### config.mk
export PLATFORM = sky130hd
export DESIGN_NAME = nibble_serial_adder_ctrl
export DESIGN_NICKNAME = d
export VERILOG_FILES = /design/src/rtl/nibble_serial_adder_ctrl_pkg.sv /design/src/rtl/carry_lookahead_adder_4b.sv /design/src/rtl/nibble_serial_adder_ctrl.sv
export SDC_FILE = /design/constraint.sdc
export NUM_CORES = 1
export LEC_CHECK = 0
export ABC_AREA = 1
export BUFFER_PORTS_ARGS = -buffer_cell sky130_fd_sc_hd__buf_2
export CAP_MARGIN = 15
export CELL_PAD_IN_SITES_DETAIL_PLACEMENT = 1
export CELL_PAD_IN_SITES_GLOBAL_PLACEMENT = 2
export CORE_MARGIN = 10
export CORE_UTILIZATION = 31
export CTS_BUF_LIST = sky130_fd_sc_hd__clkbuf_8 sky130_fd_sc_hd__clkbuf_16
export DETAILED_ROUTE_END_ITERATION = 10
export GPL_TIMING_DRIVEN = 0
export PLACE_DENSITY_LB_ADDON = 0.1
export SLEW_MARGIN = 20
export SYNTH_ARGS = -nofsm -noshare
export SYNTH_HDL_FRONTEND = slang
export SYNTH_SLANG_ARGS = --single-unit
### constraint.sdc
create_clock -name clk -period 2.7 [get_ports clk]
set_input_delay 0.54 -clock clk [delete_from_list [all_inputs] [get_ports clk]]
set_output_delay 0.54 -clock clk [all_outputs]
set_load 0.1 [all_outputs]
### src/rtl/nibble_serial_adder_ctrl_pkg.sv
// Shared definitions for the nibble-serial adder controller: FSM states and slice width.
package nibble_serial_adder_ctrl_pkg;

  localparam int unsigned NIB_W = 4;

  typedef enum logic [1:0] {
    IDLE = 2'd0,
    RUN  = 2'd1,
    DONE = 2'd2
  } state_e;

endpackage

### src/rtl/carry_lookahead_adder_4b.sv
// 4-bit carry-lookahead adder slice with group propagate/generate and signed overflow.
module carry_lookahead_adder_4b (
  input  logic [3:0] A,
  input  logic [3:0] B,
  input  logic       C_in,
  output logic [3:0] S,
  output logic       Pg,
  output logic       Gg,
  output logic       overflow
);

  logic [3:0] p;
  logic [3:0] g;
  logic [4:0] c;

  always_comb begin
    p    = A ^ B;
    g    = A & B;
    c[0] = C_in;
    c[1] = g[0] | (p[0] & C_in);
    c[2] = g[1] | (p[1] & g[0]) | (p[1] & p[0] & C_in);
    c[3] = g[2] | (p[2] & g[1]) | (p[2] & p[1] & g[0]) | (p[2] & p[1] & p[0] & C_in);
    Gg   = g[3] | (p[3] & g[2]) | (p[3] & p[2] & g[1]) | (p[3] & p[2] & p[1] & g[0]);
    Pg   = &p;
    c[4] = Gg | (Pg & C_in);
    S        = p ^ c[3:0];
    // carry into the sign bit vs carry out of it
    overflow = c[4] ^ c[3];
  end

endmodule

### src/rtl/nibble_serial_adder_ctrl.sv
// Multi-cycle WIDTH-bit add/subtract that reuses one 4-bit CLA slice, LSB nibble first.
module nibble_serial_adder_ctrl
  import nibble_serial_adder_ctrl_pkg::*;
#(
  parameter int unsigned WIDTH = 16
) (
  input  logic             clk,
  input  logic             rst,
  input  logic             start,
  input  logic             sub,
  input  logic             C_in,
  input  logic [WIDTH-1:0] A,
  input  logic [WIDTH-1:0] B,
  output logic             busy,
  output logic             done,
  output logic [WIDTH-1:0] S,
  output logic             C_out,
  output logic             overflow
);

  localparam int unsigned NIB   = WIDTH / NIB_W;
  localparam int unsigned IDX_W = $clog2(NIB);
  localparam logic [IDX_W-1:0] LAST = IDX_W'(NIB - 1);

  state_e           state_q, state_d;
  logic [WIDTH-1:0] opa_q, opa_d;
  logic [WIDTH-1:0] opb_q, opb_d;
  logic [WIDTH-1:0] s_q, s_d;
  logic [IDX_W-1:0] idx_q, idx_d;
  logic             carry_q, carry_d;
  logic             cout_q, cout_d;
  logic             ovf_q, ovf_d;

  logic [NIB_W-1:0] sl_a, sl_b, sl_s;
  logic             sl_pg, sl_gg, sl_ovf;

  assign sl_a = opa_q[idx_q*NIB_W +: NIB_W];
  assign sl_b = opb_q[idx_q*NIB_W +: NIB_W];

  carry_lookahead_adder_4b u_slice (
    .A       (sl_a),
    .B       (sl_b),
    .C_in    (carry_q),
    .S       (sl_s),
    .Pg      (sl_pg),
    .Gg      (sl_gg),
    .overflow(sl_ovf)
  );

  always_comb begin
    state_d = state_q;
    opa_d   = opa_q;
    opb_d   = opb_q;
    s_d     = s_q;
    idx_d   = idx_q;
    carry_d = carry_q;
    cout_d  = cout_q;
    ovf_d   = ovf_q;
    unique case (state_q)
      IDLE, DONE: begin
        if (start) begin
          opa_d   = A;
          opb_d   = sub ? ~B : B;
          carry_d = sub | C_in;
          idx_d   = '0;
          s_d     = '0;
          state_d = RUN;
        end else begin
          state_d = IDLE;
        end
      end
      RUN: begin
        s_d[idx_q*NIB_W +: NIB_W] = sl_s;
        carry_d = sl_gg | (sl_pg & carry_q);
        idx_d   = idx_q + 1'b1;
        if (idx_q == LAST) begin
          cout_d  = carry_d;
          ovf_d   = sl_ovf;
          idx_d   = '0;
          state_d = DONE;
        end
      end
      default: state_d = IDLE;
    endcase
  end

  always_ff @(posedge clk) begin
    if (rst) begin
      state_q <= IDLE;
      opa_q   <= '0;
      opb_q   <= '0;
      s_q     <= '0;
      idx_q   <= '0;
      carry_q <= 1'b0;
      cout_q  <= 1'b0;
      ovf_q   <= 1'b0;
    end else begin
      state_q <= state_d;
      opa_q   <= opa_d;
      opb_q   <= opb_d;
      s_q     <= s_d;
      idx_q   <= idx_d;
      carry_q <= carry_d;
      cout_q  <= cout_d;
      ovf_q   <= ovf_d;
    end
  end

  assign busy     = (state_q == RUN);
  assign done     = (state_q == DONE);
  assign S        = s_q;
  assign C_out    = cout_q;
  assign overflow = ovf_q;

endmodule
==> results_dict.tcl, run 1 <==
set metrics [dict create \
    run_status "completed" \
    worst-path-buf-inv 2 \
    synth-async-reset-ratio_pct 0 \
    yosysTopAreaCell "sky130_fd_sc_hd__dfxtp_1" \
    clkSinkCount 55 \
    holdPathStages 2 \
    pwr_density_cell_nw_per_um2 603 \
    critical-path-max-stage-delay_ps 390 \
    fin_crit_sh_pct 93.3 \
    synth_largest_type_area_fraction_pct 41.8 \
    synth_edf_count 0 \
    clock_skew_ps 8.78 \
    placement_rows 33 \
    r2r_setup_slack_ps 180 \
    drt-pass1-iter-count 4 \
    totalNegativeSetupSlack_ps 0 \
    dp.final_hpwl_mm 6.04 \
    crit_type "flip-flop to flip-flop" \
    post_synth_instance_area_um2 2640 \
    layout-drive-gt1-share_pct 24.5 \
    layout.cell_area.non_filler_um2 3160 \
    synthesis.yosys.warnings 0 \
    cts_hold_buf 0 \
    floorplan.initialDensity_pct 31.9 \
    grt_pass1_vias 2545 \
    worst_setup_path_start_kind "flip-flop" \
    drt-vias-per-instance 4.78 \
    final_nets 447 \
    detailed_place.area_um2 3040 \
    achievable-frequency_mhz 397 \
    path_delay_family "simple AND/OR/NAND/NOR gates" \
    timing.reg2reg.worst_path_depth 11 \
    htreeDepth 2 \
    slowest_stage "sky130_fd_sc_hd__dfxtp_1" \
    clockBufferDepth 2 \
    synth-seq-cells 55 \
    postLayoutSetupSlackWorst_ps 181 \
    die_h_um 112 \
    synthDistinctLibCells 30 \
    grt_pass1_wl_mm 12.8 \
    worst_path_required_ps 2940 \
    grt_start_max_net_pins 16 \
    clock-root-buffer "sky130_fd_sc_hd__clkbuf_8" \
    holdCritStartpoint "S[1]" \
    cts-buffers-inserted 5 \
    leakage_dissipation_nw 1.34 \
    power.ir.vdd_worst_v 0.000212 \
    worst_setup_ep_type "flip-flop" \
    place.gp.congestion 0.834 \
    netlist_top_cells_area "sky130_fd_sc_hd__dfxtp_1 (42%), sky130_fd_sc_hd__o21ai_0 (9.9%), sky130_fd_sc_hd__nor2_1 (8.1%), sky130_fd_sc_hd__a21oi_1 (6.3%), sky130_fd_sc_hd__xnor2_1 (5.3%)" \
    layout.cells.non_filler 505 \
    place_inst 498 \
    antenna_violations_before_repair 0 \
    floorplan.die.width_um 112 \
    worst_hold_path.endpoint "S[1]" \
    path_cells "buf_2 > clkbuf_4 > nor2_1 > o22ai_1 > ha_1 > nand3_1 > nand3_1 > xor2_1 > nor2_2 > nand3_1 > a21oi_1" \
    worst_slew_margin_rel_pct 63.2 \
    gr-usage-all-layers_pct 12.1 \
    route.detailed.wl_per_inst_um 15.5 \
    syn_avg_cell_area_um2 7.80 \
    worstReg2RegStart "idx_q[0]" \
    area_growth_syn_to_layout_pct 19.9 \
    ys_dominant_reg_cell "sky130_fd_sc_hd__dfxtp_1" \
    placement.setup.worst_slack_ps 0.147 \
    crit_path_max_fanout 10 \
    max_slew.worst_pin.slew_ps 552 \
    final.hold.worst_slack_ps 468 \
    detail-route-antenna-nets 0 \
    syn_nets 385 \
    finalWorstPathRequiredPeriod_ps 2520 \
    drc 0 \
    totalWireLength_mm 7.82 \
    worstPathArrival_ps 2760 \
    timing.final.hold_violations 0 \
    unrepaired_setup_endpoints_after_global_routing "no" \
    routed-via-count 2412 \
    antennaDiodeCount 0 \
    portion_of_the_post_synthesis_area_used_by_sequential_elements_pct 41.8 \
    clk_transition_reported_paths_ps 100 \
    die-area_um2 12600 \
    crit-reg2reg-capture "S[6]" \
    slew_violations 0 \
    setup_viol_count_final 0 \
    clock_latency_ps 310 \
    synthTopCellsByCount "sky130_fd_sc_hd__nor2_1 (57), sky130_fd_sc_hd__dfxtp_1 (55), sky130_fd_sc_hd__o21ai_0 (52), sky130_fd_sc_hd__nand2_1 (37), sky130_fd_sc_hd__a21oi_1 (33)" \
    grt-ovfl-total 0 \
    design.portCount 57 \
    number_of_fill_cells 1057 \
    setup.worst_path.start "idx_q[0]" \
    buffer_ports.inserted 55 \
    synth_most_common_cell "sky130_fd_sc_hd__nor2_1" \
    core-area_um2 8260 \
    number_of_drc_markers_in_iteration_0 84 \
    hold_path.class "flip-flop to flip-flop" \
    crit_top_cell "sky130_fd_sc_hd__nand3_1" \
    cap_viol_max_count 0 \
    cts_tree "done" \
    number_of_cells_produced_by_synthesis 338 \
]
[registers in the layout, indices dropped and copies added (netlist names)]
name / flops
overflow: 1
state_q: 2
carry_q: 1
S: 16
opb_q: 16
idx_q: 2
opa_q: 16
C_out: 1
[worst max path at each step]
stage / to / slack (ps) / depth (start not counted)
after floorplan: done / 440 / 2
after global placement: S[14] / 4 / 11
after detailed placement: S[6] / 0.1 / 11
after CTS: S[6] / 20 / 11
after global routing: S[15] / 9 / 14
final: S[6] / 180 / 11
[cells in the final DEF (no fill, tap or decap)]
| cell type | synthesis | final |
|---|---|---|
| sky130_fd_sc_hd__nand3_1 | 7 | 7 |
| sky130_fd_sc_hd__nor2_1 | 57 | 56 |
| sky130_fd_sc_hd__buf_2 | 7 | 61 |
| sky130_fd_sc_hd__clkbuf_8 | 0 | 5 |
| sky130_fd_sc_hd__inv_2 | 3 | 4 |
| sky130_fd_sc_hd__a21oi_2 | 3 | 3 |
| sky130_fd_sc_hd__clkbuf_2 | 0 | 3 |
| sky130_fd_sc_hd__clkbuf_4 | 1 | 2 |
| sky130_fd_sc_hd__xnor2_1 | 16 | 16 |
| sky130_fd_sc_hd__inv_1 | 14 | 14 |
| sky130_fd_sc_hd__dfxtp_1 | 55 | 55 |
| sky130_fd_sc_hd__nor2_4 | 2 | 2 |
| sky130_fd_sc_hd__nand2_4 | 2 | 2 |
| sky130_fd_sc_hd__o22ai_2 | 0 | 1 |
| sky130_fd_sc_hd__o21ai_0 | 52 | 52 |
| sky130_fd_sc_hd__nor4_4 | 1 | 1 |
| sky130_fd_sc_hd__a22oi_1 | 2 | 2 |
| sky130_fd_sc_hd__a31oi_1 | 2 | 2 |
| sky130_fd_sc_hd__nor2_2 | 4 | 5 |
| sky130_fd_sc_hd__fa_1 | 1 | 1 |
| sky130_fd_sc_hd__nand2_1 | 37 | 37 |
| sky130_fd_sc_hd__clkbuf_1 | 9 | 6 |
| sky130_fd_sc_hd__bufinv_16 | 0 | 1 |
| sky130_fd_sc_hd__buf_4 | 1 | 1 |
| sky130_fd_sc_hd__nand2_2 | 2 | 2 |
| sky130_fd_sc_hd__nand4_1 | 2 | 2 |
| sky130_fd_sc_hd__o22ai_1 | 8 | 7 |
| sky130_fd_sc_hd__nand3_2 | 3 | 3 |
| sky130_fd_sc_hd__inv_4 | 1 | 1 |
| sky130_fd_sc_hd__a21oi_1 | 33 | 33 |
| sky130_fd_sc_hd__xor2_1 | 2 | 2 |
| sky130_fd_sc_hd__nand2b_1 | 1 | 1 |
| sky130_fd_sc_hd__nor2_8 | 1 | 1 |
| sky130_fd_sc_hd__ha_1 | 9 | 9 |
[worst reg2reg max path, stage by stage (launching register included)]
cell and delay (ps):
sky130_fd_sc_hd__dfxtp_1 390, sky130_fd_sc_hd__buf_2 270, sky130_fd_sc_hd__clkbuf_4 290, sky130_fd_sc_hd__nor2_1 80
sky130_fd_sc_hd__o22ai_1 300, sky130_fd_sc_hd__ha_1 320, sky130_fd_sc_hd__nand3_1 90, sky130_fd_sc_hd__nand3_1 80
sky130_fd_sc_hd__xor2_1 180, sky130_fd_sc_hd__nor2_2 210, sky130_fd_sc_hd__nand3_1 110, sky130_fd_sc_hd__a21oi_1 140
[kinds of logic after synthesis]
logic type | synth area share [%]
DFF | 41.8
buffers and inverters | 5.84
xor gates and xnor gates | 5.98
and+or+nand+nor | 21.3
AOI/OAI and AO/OA | 20.1
adders and majority gates | 5.03
[final cells by class]
type	instances	area [um^2]	share of cell area, %
Clock inverter	2	33.8	1.07
Clock buffer	5	68.8	2.18
Sequential cell	55	1100	34.9
Tap cell	105	131	4.16
Timing Repair Buffer	55	275	8.71
Buffer	18	90.1	2.85
Multi-Input combinational cell	247	1390	44.0
Inverter	18	70.1	2.22
[power breakdown]
| group | total [mW] | switching [mW] | leakage (nW) | internal, mW |
|---|---|---|---|---|
| sequential | 0.894 | 0.0308 | 0.452 | 0.863 |
| clock | 0.535 | 0.266 | 0.0554 | 0.269 |
| combinational | 0.478 | 0.321 | 0.838 | 0.157 |
| total | 1.91 | 0.617 | 1.34 | 1.29 |
[stage by stage]
stage,total power [mW],utilization (%)
4_1_cts,1.93,38.2
2_1_floorplan,1.25,-
5_1_grt,2.02,38.3
3_5_place_dp,1.39,36.8
3_3_place_gp,1.38,36.8
6_report,1.91,38.3
[metal layers]
layer  track usage [%]  vias to the layer above  wire length, um
met5                 0                        -                0
met4              2.54                        0               61
met3              2.88                        8              304
met2              20.7                       45             3740
met1              15.1                     1116             3710
li1                  -                     1243                -
[timing repair]
action / in CTS / in global routing
setup endpoints to repair: 3 / 7
pin swaps: 0 / 0
gates cloned: 0 / 0
gates resized for setup: 3 / 6
setup buffers: 0 / 0
hold endpoints to repair: 0 / 0
No activity file was read; power rests on OpenSTA's default activity.
==> run 2: changes to the inputs <==
--- a/config.mk
+++ b/config.mk
@@ -15,7 +15,7 @@
 export CTS_BUF_LIST = sky130_fd_sc_hd__clkbuf_8 sky130_fd_sc_hd__clkbuf_16
 export DETAILED_ROUTE_END_ITERATION = 10
 export GPL_TIMING_DRIVEN = 0
-export PLACE_DENSITY_LB_ADDON = 0.1
+export PLACE_DENSITY_LB_ADDON = 0.08
 export SLEW_MARGIN = 20
 export SYNTH_ARGS = -nofsm -noshare
 export SYNTH_HDL_FRONTEND = slang
==> run 2 against run 1 <==
Effect of this change:
- critical path depth did not move
- setup slack better by 52 ps
- clock power is 20% lower
- largest cell class unchanged
==> results_dict.tcl, run 2 (synthesis gave the netlist of run 1 again) <==
set metrics [dict create \
    worst_path_required_ps 2940 \
    holdPathStages 2 \
    crit_type "flip-flop to flip-flop" \
    clkSinkCount 55 \
    leakage_dissipation_nw 1.33 \
    layout.cells.non_filler 504 \
    design_power_total_mw 1.80 \
    power.combinational.fraction_pct 26.5 \
    post_cts.repair.setup_buffers 0 \
    p_clk_share_pct 23.8 \
    clock_latency_ps 310 \
    worst_setup_path_start_kind "flip-flop" \
    clockBufferDepth 2 \
    routed-via-count 2419 \
    buffer_ports.inserted 55 \
    worst_slew_margin_rel_pct 63.5 \
    htreeDepth 2 \
    floorplan.initialDensity_pct 31.9 \
    core-area_um2 8260 \
    area_growth_syn_to_layout_pct 18.9 \
    r2r_setup_slack_ps 230 \
    gr-usage-all-layers_pct 11.9 \
    totalWireLength_mm 7.75 \
    place.gp.congestion 0.787 \
    pwr-share-seq_pct 49.7 \
    worstReg2RegStart "idx_q[0]" \
    grt_pass1_vias 2534 \
    grt_pass1_wl_mm 12.4 \
    antennaDiodeCount 0 \
    cts_hold_buf 0 \
    finalWorstPathRequiredPeriod_ps 2470 \
    most-common-layout-cells "sky130_fd_sc_hd__buf_2 (61), sky130_fd_sc_hd__nor2_1 (57), sky130_fd_sc_hd__dfxtp_1 (55)" \
    grt_start_max_net_pins 15 \
    worstPathArrival_ps 2710 \
    timing.reg2reg.worst_path_depth 11 \
    place_inst 498 \
    drt-vias-per-instance 4.80 \
    cap_viol_max_count 0 \
    max_slew.worst_pin.slew_ps 548 \
    hold_path.class "flip-flop to flip-flop" \
    design.portCount 57 \
    fin_crit_sh_pct 91.4 \
    setup_viol_count_final 0 \
    number_of_fill_cells 1065 \
    antenna_violations_before_repair 0 \
    worst_hold_path.endpoint "S[10]" \
    detail-route-antenna-nets 0 \
    floorplan.die.width_um 112 \
    worst_setup_ep_type "flip-flop" \
    clock-root-buffer "sky130_fd_sc_hd__clkbuf_8" \
    die_h_um 112 \
    grt-ovfl-total 0 \
    cts_tree "done" \
    die-area_um2 12600 \
    pwr_density_cell_nw_per_um2 573 \
    layout-drive-gt1-share_pct 24.3 \
    crit_path_max_fanout 10 \
    holdCritStartpoint "S[10]" \
    slew_violations 0 \
    final_nets 447 \
    placement_rows 33 \
    power.switching_mw 0.605 \
    unrepaired_setup_endpoints_after_global_routing "no" \
    dp.final_hpwl_mm 6.02 \
    number_of_drc_markers_in_iteration_0 117 \
    crit-reg2reg-capture "S[6]" \
    power.internal_mw 1.19 \
    drc 0 \
    achievable-frequency_mhz 405 \
    clock_skew_ps 7.34 \
    layout_commonest_cell "sky130_fd_sc_hd__buf_2" \
    power.ir.vdd_worst_v 0.000245 \
    clk_transition_reported_paths_ps 100 \
    route.detailed.wl_per_inst_um 15.4 \
    timing.final.hold_violations 0 \
    run_status "completed" \
    drt-pass1-iter-count 4 \
    setup.worst_path.start "idx_q[0]" \
    cts-buffers-inserted 5 \
    switching_share_pct 33.7 \
]
[run 2: final cells by class]
type                    count  area [um^2]  share of cell area, %
inverters                  18         70.1                   2.24
repair buffers             55          275                   8.79
plain buffers              18         90.1                   2.88
well taps                 105          131                   4.19
flip-flops and latches     55         1100                   35.1
multi-input cells         247         1390                   44.4
clock inverters             1         3.75                  0.120
clock buffers               5         68.8                   2.20
[run 2: repair_timing]
item                       in CTS  in global routing
setup endpoints to repair       3                 12
pin swaps                       0                  0
gates resized for setup         2                  6
[run 2: worst max path at each step]
| stage | end | cells after the start |
|---|---|---|
| 2_1_floorplan | done | 2 |
| 3_3_place_gp | S[14] | 11 |
| 3_5_place_dp | S[6] | 11 |
| 4_1_cts | S[6] | 11 |
| 5_1_grt | S[15] | 14 |
| 6_report | S[6] | 11 |
[run 2: power by group through the flow]
stage	Clock (mW)	Sequential [mW]	Combinational (mW)
final	0.427	0.894	0.475
after global routing	0.481	0.900	0.532
after floorplan	0	0.939	0.307
after detailed placement	0	0.913	0.475
after CTS	0.451	0.894	0.479
after global placement	0	0.913	0.469
[run 2: critical path: stages, from the launching register on]
cell                       delay, ps
sky130_fd_sc_hd__dfxtp_1         390
sky130_fd_sc_hd__buf_2           260
sky130_fd_sc_hd__clkbuf_4        290
sky130_fd_sc_hd__nor2_1           70
sky130_fd_sc_hd__o22ai_2         210
sky130_fd_sc_hd__ha_1            290
sky130_fd_sc_hd__nand3_1          90
sky130_fd_sc_hd__nand3_1          80
sky130_fd_sc_hd__xor2_1          170
sky130_fd_sc_hd__nor2_1          290
sky130_fd_sc_hd__nand3_1         120
sky130_fd_sc_hd__a21oi_1         140
[run 2: metal layers]
layer | routed length, um | track usage, %
met5 | 0 | 0
met4 | 81 | 2.79
met3 | 311 | 2.98
met2 | 3720 | 20.6
met1 | 3640 | 14.3
[run 2: metrics by stage]
stage               setup slack, ps  hold WS [ps]  utilization [%]  setup TNS, ps  cell area (um^2)
floorplan                       441           450                -              0              2640
global placement               8.08           450             36.8              0              3040
detailed placement            -34.5           456             36.8          -58.0              3040
CTS                            11.3           470             37.7              0              3120
global route                   62.5           484             37.9              0              3130
finish                          233           466             37.9              0              3130
